## src/rtl/dptr_pkg.sv

```systemverilog
// Shared constants for the dptr_rtype R-type datapath: field widths,
// opcode/funct encodings and a helper that says which functs the ALU implements.
package dptr_pkg;

  localparam int DATA_W    = 32;
  localparam int REG_COUNT = 32;
  localparam int ADDR_W    = $clog2(REG_COUNT);

  localparam logic [5:0] OPCODE_RTYPE = 6'b000000;

  localparam logic [5:0] FUNCT_ADD = 6'b100000;
  localparam logic [5:0] FUNCT_SUB = 6'b100010;
  localparam logic [5:0] FUNCT_AND = 6'b100100;
  localparam logic [5:0] FUNCT_OR  = 6'b100101;
  localparam logic [5:0] FUNCT_NOR = 6'b100111;
  localparam logic [5:0] FUNCT_SLT = 6'b101010;

  function automatic logic funct_supported(input logic [5:0] funct);
    return (funct == FUNCT_ADD) || (funct == FUNCT_SUB) || (funct == FUNCT_AND) ||
           (funct == FUNCT_OR)  || (funct == FUNCT_NOR) || (funct == FUNCT_SLT);
  endfunction

endpackage

```

## src/rtl/dptr_regfile.sv

```systemverilog
// Register file: two combinational read ports, one rising-edge write port.
// Async active-low reset loads R[i] = i; register 0 always reads as zero.
module dptr_regfile #(
  parameter int DATA_W    = dptr_pkg::DATA_W,
  parameter int REG_COUNT = dptr_pkg::REG_COUNT,
  parameter int ADDR_W    = $clog2(REG_COUNT)
) (
  input  logic              clk_i,
  input  logic              rst_ni,
  input  logic [ADDR_W-1:0] raddr_a_i,
  input  logic [ADDR_W-1:0] raddr_b_i,
  output logic [DATA_W-1:0] rdata_a_o,
  output logic [DATA_W-1:0] rdata_b_o,
  input  logic              we_i,
  input  logic [ADDR_W-1:0] waddr_i,
  input  logic [DATA_W-1:0] wdata_i
);

  logic [DATA_W-1:0] regs_q [REG_COUNT];

  // Reset wins over a write arriving on the same edge.
  always_ff @(posedge clk_i or negedge rst_ni) begin
    if (!rst_ni) begin
      for (int i = 0; i < REG_COUNT; i++) begin
        regs_q[i] <= DATA_W'(i);
      end
    end else if (we_i && (waddr_i != '0)) begin
      regs_q[waddr_i] <= wdata_i;
    end
  end

  assign rdata_a_o = (raddr_a_i == '0) ? '0 : regs_q[raddr_a_i];
  assign rdata_b_o = (raddr_b_i == '0) ? '0 : regs_q[raddr_b_i];

endmodule

```

## src/rtl/dptr_rtype.sv

```systemverilog
// Single-cycle R-type datapath: decodes one instruction per clock, reads rs/rt,
// computes the ALU result combinationally and writes it to rd on the rising edge.
module dptr_rtype #(
  parameter int DATA_W    = dptr_pkg::DATA_W,
  parameter int REG_COUNT = dptr_pkg::REG_COUNT
) (
  input  logic              clk_dtpr,
  input  logic              rst_n_dtpr,
  input  logic [31:0]       instruccion,
  output logic              ZF_DPTR,
  output logic [DATA_W-1:0] alu_result_dptr
);
  import dptr_pkg::*;

  localparam int AW = $clog2(REG_COUNT);

  logic [5:0]        opcode;
  logic [AW-1:0]     rs, rt, rd;
  logic [5:0]        funct;
  logic [DATA_W-1:0] op_a, op_b;
  logic [DATA_W-1:0] alu_d;
  logic              we;
  logic              unused_shamt;

  assign opcode = instruccion[31:26];
  assign rs     = instruccion[25:21];
  assign rt     = instruccion[20:16];
  assign rd     = instruccion[15:11];
  assign funct  = instruccion[5:0];
  assign unused_shamt = ^instruccion[10:6];

  dptr_regfile #(
    .DATA_W    (DATA_W),
    .REG_COUNT (REG_COUNT)
  ) u_regfile (
    .clk_i     (clk_dtpr),
    .rst_ni    (rst_n_dtpr),
    .raddr_a_i (rs),
    .raddr_b_i (rt),
    .rdata_a_o (op_a),
    .rdata_b_o (op_b),
    .we_i      (we),
    .waddr_i   (rd),
    .wdata_i   (alu_d)
  );

  // The ALU evaluates funct regardless of opcode; only the write is gated.
  always_comb begin
    alu_d = '0;
    case (funct)
      FUNCT_ADD: alu_d = op_a + op_b;
      FUNCT_SUB: alu_d = op_a - op_b;
      FUNCT_AND: alu_d = op_a & op_b;
      FUNCT_OR:  alu_d = op_a | op_b;
      FUNCT_NOR: alu_d = ~(op_a | op_b);
      FUNCT_SLT: alu_d = {{(DATA_W-1){1'b0}}, ($signed(op_a) < $signed(op_b))};
      default:   alu_d = '0;
    endcase
  end

  assign we = (opcode == OPCODE_RTYPE) && funct_supported(funct) && (rd != '0);

  assign alu_result_dptr = alu_d;
  assign ZF_DPTR         = (alu_d == '0);

endmodule

```

## config.mk

```make
export PLATFORM = sky130hd
export DESIGN_NAME = dptr_rtype
export DESIGN_NICKNAME = d
export VERILOG_FILES = /design/src/rtl/dptr_pkg.sv /design/src/rtl/dptr_regfile.sv /design/src/rtl/dptr_rtype.sv
export SDC_FILE = /design/constraint.sdc
export NUM_CORES = 2
export LEC_CHECK = 0
export ABC_CLOCK_PERIOD_IN_PS = 31600
export CAP_MARGIN = 5
export CELL_PAD_IN_SITES_DETAIL_PLACEMENT = 1
export CELL_PAD_IN_SITES_GLOBAL_PLACEMENT = 2
export CORE_ASPECT_RATIO = 1.1
export CORE_MARGIN = 2
export CORE_UTILIZATION = 48
export CTS_BUF_LIST = sky130_fd_sc_hd__clkbuf_4 sky130_fd_sc_hd__clkbuf_8
export DETAILED_ROUTE_END_ITERATION = 8
export PLACE_DENSITY = 0.85
export SKIP_LAST_GASP = 1
export SYNTH_ARGS = -nofsm -noshare
export SYNTH_HDL_FRONTEND = slang
export SYNTH_SLANG_ARGS = --single-unit
```

## constraint.sdc

```tcl
create_clock -name clk_dtpr -period 31.6 [get_ports clk_dtpr]
set_clock_uncertainty 0.2 [all_clocks]
set_input_delay 6.32 -clock clk_dtpr [delete_from_list [all_inputs] [get_ports clk_dtpr]]
set_output_delay 6.32 -clock clk_dtpr [all_outputs]
set_load 0.05 [all_outputs]
```

# Word level (Yosys, flattened, before mapping)
# Index checks and enable logic that the tools add are counted.
[totals] in_bits=34 word_cells=77 out_inout_bits=33 regBits=1024
[op_classes] n_lt_le_gt_ge=5 n_eq_ne=6 n_addsub=2 n_mux=12 n_bitwise=6 n_reduce_logical=14
[op_table] operator="1024-bit bitwise mux" count=1
[op_table] operator="32-bit binary-select mux with 5-bit select" count=2
[op_table] operator="32-bit two-way mux" count=7
[op_table] operator="32-bit case mux with 6 select lines" count=1
[op_table] operator="32-bit demux with 5-bit select" count=1
[op_table] operator="6-bit == test (second input constant)" count=6
[op_table] operator="32-bit adder" count=1
[op_table] operator="32-bit bitwise AND" count=1
[op_table] operator="32-bit logical NOT" count=1
[op_table] operator="32-bit less-than comparator" count=1
[op_table] operator="32-bit NOT" count=1
[op_table] operator="32-bit OR" count=1
[op_table] operator="32-bit subtractor" count=1
[op_table] operator="6-bit greater-or-equal comparator (second input constant)" count=3
[op_table] operator="5-bit NOT with 6-bit output" count=3
[op_table] operator="5-bit logical NOT" count=2
[op_table] operator="6-bit logical NOT" count=1
[op_table] operator="6-bit by 1-bit less-than comparator with 1-bit output (second input constant)" count=1
[op_table] operator="1-bit logical OR" count=5
[op_table] operator="5-bit nonzero test" count=1
[op_table] operator="1-bit logical AND" count=4

# Logic depth before layout (Yosys ltp)
[depth] word_depth=9 depth_mapped=31

# By module
# Synthesis repeated with hierarchy kept, for this count alone.
[unflattened] hier_cells=4583 area_unflattened_um2=60575.6
[by_module_without_submodules] mod="dptr_regfile" cells_each=3667 area_per_inst_um2=54578.6 seq_area_each_um2=25724.7 n_inst=1
[by_module_without_submodules] mod="dptr_rtype" cells_each=916 area_per_inst_um2=5997.0 seq_area_each_um2=0.0 n_inst=1

# Worst setup path after synthesis
# OpenSTA, ideal clock, no wires.
[synth_timing] path_type="input -> output" startpoint="input instruccion[21]" endpoint="output ZF_DPTR" path_stages=29 setup_slack_ns=11.388 n_path_buf=9 arrival_time_ns=13.692 cell_sequence="buf_6 -> buf_12 -> buf_6 -> buf_6 -> buf_2 -> buf_1 -> clkbuf_1 -> buf_1 -> mux4_2 -> mux4_2 -> nand2_1 -> a21oi_1 -> ha_1 -> nand2b_1 -> a221oi_1 -> nor2_1 -> o41ai_1 -> a21o_1 -> a21oi_1 -> o31ai_1 -> a211oi_1 -> nor4_1 -> o21ai_0 -> a31o_1 -> mux2i_1 -> and2_1 -> buf_2 -> inv_2 -> nor4_2"
[synth_via] elab_chain_len=9 word_cells_on_any_way=14 cone_classes="add/sub (2); order compare (1); mux (5); bitwise (4); reduce/logical (2)"
[synth_lines] item="start, declared" line_no="dptr_rtype.sv:9" rtl="input logic [31:0] instruccion,"
[synth_lines] item="5-bit NOT with 6-bit output (not written as such)" line_no="dptr_regfile.sv:32" rtl="assign rdata_a_o = (raddr_a_i == '0) ? '0 : regs_q[raddr_a_i];"
[synth_lines] item="32-bit binary-select mux with 5-bit select" line_no="dptr_regfile.sv:32"
[synth_lines] item="32-bit two-way mux (not written as such) (2 in a row)" line_no="dptr_regfile.sv:32"
[synth_lines] item="32-bit two-way mux *" line_no="dptr_regfile.sv:32"
[synth_lines] item="parallel branches: the longest is 2 deep, another holds 32-bit subtractor"
[synth_lines] item="32-bit case mux with 6 select lines *" line_no="dptr_rtype.sv:50" rtl="case (funct)"
[synth_lines] item="net alu_result_dptr[29]" line_no="dptr_rtype.sv:11" rtl="output logic [DATA_W-1:0] alu_result_dptr"
[synth_lines] item="32-bit logical NOT *" line_no="dptr_rtype.sv:64" rtl="assign ZF_DPTR = (alu_d == '0);"
[synth_lines] item="end, declared" line_no="dptr_rtype.sv:10" rtl="output logic ZF_DPTR,"
# Mark *: on every way through the listed nets, which the timed path passes. The select of a mux whose other input is x is not followed.

# Worst setup path after layout
[layout_timing] startpoint="input instruccion[21]" endpoint="output ZF_DPTR"
[layout_via] elab_chain_len=9 word_cells_on_any_way=14 cone_classes="add/sub (2); order compare (1); mux (5); bitwise (4); reduce/logical (2)"
[layout_lines] item="5-bit NOT with 6-bit output (not written as such)" line_no="dptr_regfile.sv:32"
[layout_lines] item="32-bit binary-select mux with 5-bit select" line_no="dptr_regfile.sv:32"
[layout_lines] item="32-bit two-way mux (not written as such) (2 in a row)" line_no="dptr_regfile.sv:32"
[layout_lines] item="32-bit two-way mux *" line_no="dptr_regfile.sv:32"
[layout_lines] item="parallel branches: the longest is 2 deep, another holds 32-bit subtractor"
[layout_lines] item="32-bit case mux with 6 select lines *" line_no="dptr_rtype.sv:50"
[layout_lines] item="32-bit logical NOT *" line_no="dptr_rtype.sv:64"
# Every way passes the cells marked *. The select of a mux whose other input is x is not followed.

==> reports/metrics.yaml <==
status: "finished, final reports clean"
fp.dieW_um: 336
wl_per_cell_um: 28.1
place_congestion: 0.904
drv_slew: 0
synthTopCellsByArea: "dfrtp_1 41%, mux4_2 23%, o21ai_0 8.6%"
maxCapViolCount: 0
postRouteAntennaNets: 0
ctsHoldBuffers: 0
cpPeakStageDelay_ps: 930
grt_pass1_wl_mm: 298
largest_register_ffs: 1024
layout_setup_ws_ps: 9250
core-area_um2: 120000
rsz0062_at_grt: "no"
die-area_um2: 124000
row_count: 133
syn-num-nets: 5583
synth_top_area_share_pct: 40.6
setup_viol: 0
finalSetupTns_ps: 0
io_buffers: 61
critPathRequiredTime_ps: 25080
syn_area_um2: 58200
antenna_found_initial: 5
min_from: "u_regfile.regs_q[1008]"
path_clk_slew_ps: 60
die_y_um: 369
max_slew.worst_pin.slew_ps: 1230
cts-root-buf: "clkbuf_8"
critPathKind: "input port to output port"
viasPerCell: 6.37
area_delta_synth_final_pct: 9.22
cts_tree: "done"
path_buf_inv: 7
yosysTopAreaCell: "dfrtp_1"
insertion_delay_ps: 940
drtIter0Drc: 3614
power_mw: 2.85
numCtsBuffers: 176
ys_types: 99
grt_start_max_net_pins: 184
final_cell_mix: "1164 x nand2_1, 992 x o21ai_0, 944 x dfrtp_1"
cts_resized: 0
first_pass_iters: 5
drcViolationCount: 0
period_share_pct: 70.7
finalCriticalPeriod_ps: 22350
path_cells: "buf_8 -> buf_12 -> buf_4 -> mux4_2 -> nand2_1 -> a311oi_1 -> nand2_1 -> inv_1 -> ha_1 -> inv_1 -> a221oi_1 -> nor2_1 -> o41ai_1 -> nand2_1 -> o21ai_0 -> or4_1 -> and3_1 -> inv_1 -> nor4_1 -> nand4_1 -> nor4_1 -> nand3_1 -> nor4_2 -> clkdlybuf4s50_1"
power.density_nw_per_um2: 44.9
synth_edf_count: 0
vias: 44200
design_area_um2: 63500
n_fill_cell: 12600
nets: 5366
regMostFlops: "u_regfile.regs_q"
overflow: 0
cp-end-kind: "output port"
cp_slowest_cell: "clkdlybuf4s50_1"
place_area_um2: 59700
cp_top_family: "simple AND/OR/NAND/NOR gates"
htreeDepth: 4
top_regs: "u_regfile.regs_q (1024)"
path_max_fanout: 85
relSlewSlack_pct: 18.0
final_common_cell: "nand2_1"
startpoint: "instruccion[21]"
io_pins: 67
fin_util_pct: 53.0
power_leakage_nw: 27.2
fmax_mhz: 44.7
clockBufferDepth: 3
async_flop_share_pct: 100
final_hold_viol_count: 0
synth_warnings: 0
clock-sinks: 1024
syn-instance-count: 5450
arrival_ps: 15830
grt_pass1_vias: 47200
r2r-start: "u_regfile.regs_q[290]"
wirelength_mm: 195
synth-seq-cells: 1024
hold_path.class: "flop to flop"
syn_area_per_cell_um2: 10.7
vdd.ir_drop.worst_mv: 0.0335
dpl.hpwl_mm: 113
yosysSeqAreaShare_pct: 44.2
place_ws_ps: 9190
drive_above_1_share_pct: 22.2
start_kind: "input port"
post-cts-setup-buffers: 0
synth-main-ff-cell: "dfrtp_1"
track_usage_pct: 32.2
initial_utilization_pct: 48.6
-- logic make-up after synthesis --
logic type / Yosys count / share of synthesized area (%)
DFF: 1024 / 44.2
adders and majority gates: 99 / 2.16
xor gates and xnor gates: 23 / 0.346
and+or+nand+nor: 1575 / 11.1
muxes: 676 / 24.4
AOI/OAI and AO/OA: 1384 / 13.2
buffers and inverters: 669 / 4.56
-- cells in the mapped netlist, types with 13 or more instances --
| cell type | instances |
|---|---|
| nand2_1 | 1193 |
| o21ai_0 | 994 |
| dfrtp_1 | 944 |
| mux4_2 | 591 |
| clkbuf_1 | 451 |
| nor2_1 | 162 |
| a21oi_1 | 157 |
| inv_1 | 125 |
| ha_1 | 97 |
| mux2i_1 | 81 |
| dfstp_2 | 80 |
| buf_1 | 53 |
| nand2b_1 | 43 |
| nand3_1 | 38 |
| a22oi_1 | 37 |
| a21o_1 | 22 |
| buf_2 | 22 |
| a211oi_1 | 21 |
| nor3_1 | 21 |
| xnor2_1 | 16 |
| a31oi_1 | 15 |
| nand4_1 | 14 |
| nor4_1 | 14 |
| o21bai_1 | 14 |
| and2_1 | 13 |
| nor2b_1 | 13 |
-- layer usage --
layer	track usage, %	wire length, um	vias up
met4	11.7	6360	2
met2	53.3	95700	1376
met5	0	11	-
met3	4.58	10400	377
met1	43.5	82600	23200
li1	-	-	19200
-- final cells by class --
type	count	area, um^2	area share (%)
inverter	131	492	0.774
antenna	3	7.51	0.0118
clock buffer	300	3650	5.75
sequential	1024	25700	40.5
clock inverter	22	205	0.323
multi-input combinational	3757	30200	47.6
timing repair buffer	143	1300	2.05
tap	1552	1940	3.06
-- per-stage QoR --
| step | hold WS [ps] | std cells |
|---|---|---|
| 5_1_grt | 210 | 6930 |
| 3_3_place_gp | 176 | 6606 |
| 4_1_cts | 196 | 6928 |
| 3_5_place_dp | 184 | 6606 |
| 6_report | 198 | 6932 |
| 2_1_floorplan | 241 | 5450 |
-- path summary, 6_finish.rpt --
kind	end	slack (ps)	depth (start not counted)
max reg2reg	u_regfile.regs_q[251]	24840	20
max	ZF_DPTR	9250	24
min reg2reg	u_regfile.regs_q[1008]	200	0
max in group asynchronous	u_regfile.regs_q[469]	20650	7
min	u_regfile.regs_q[1008]	200	0
min in group asynchronous	u_regfile.regs_q[487]	5190	1
-- worst reg2reg max path, cell delays in order (launching register included) --
cell and delay [ps]:
dfstp_2 550, mux2i_1 70, a22oi_1 230, a21oi_1 130
a311oi_1 620, nand2_1 260, inv_1 150, ha_1 280
inv_1 110, a221oi_1 390, nor2_1 140, o41ai_1 610
a21o_1 260, a21oi_1 120, o31ai_1 480, a211oi_1 250
nor3_1 280, xnor2_1 150, o22ai_1 130, a21oi_4 830
o21ai_0 290
-- power by group --
group,internal (mW),switching (mW)
Clock,0.742,0.574
Combinational,0.0692,0.156
Sequential,1.31,0.000316
No activity file was read; power rests on OpenSTA's default activity.
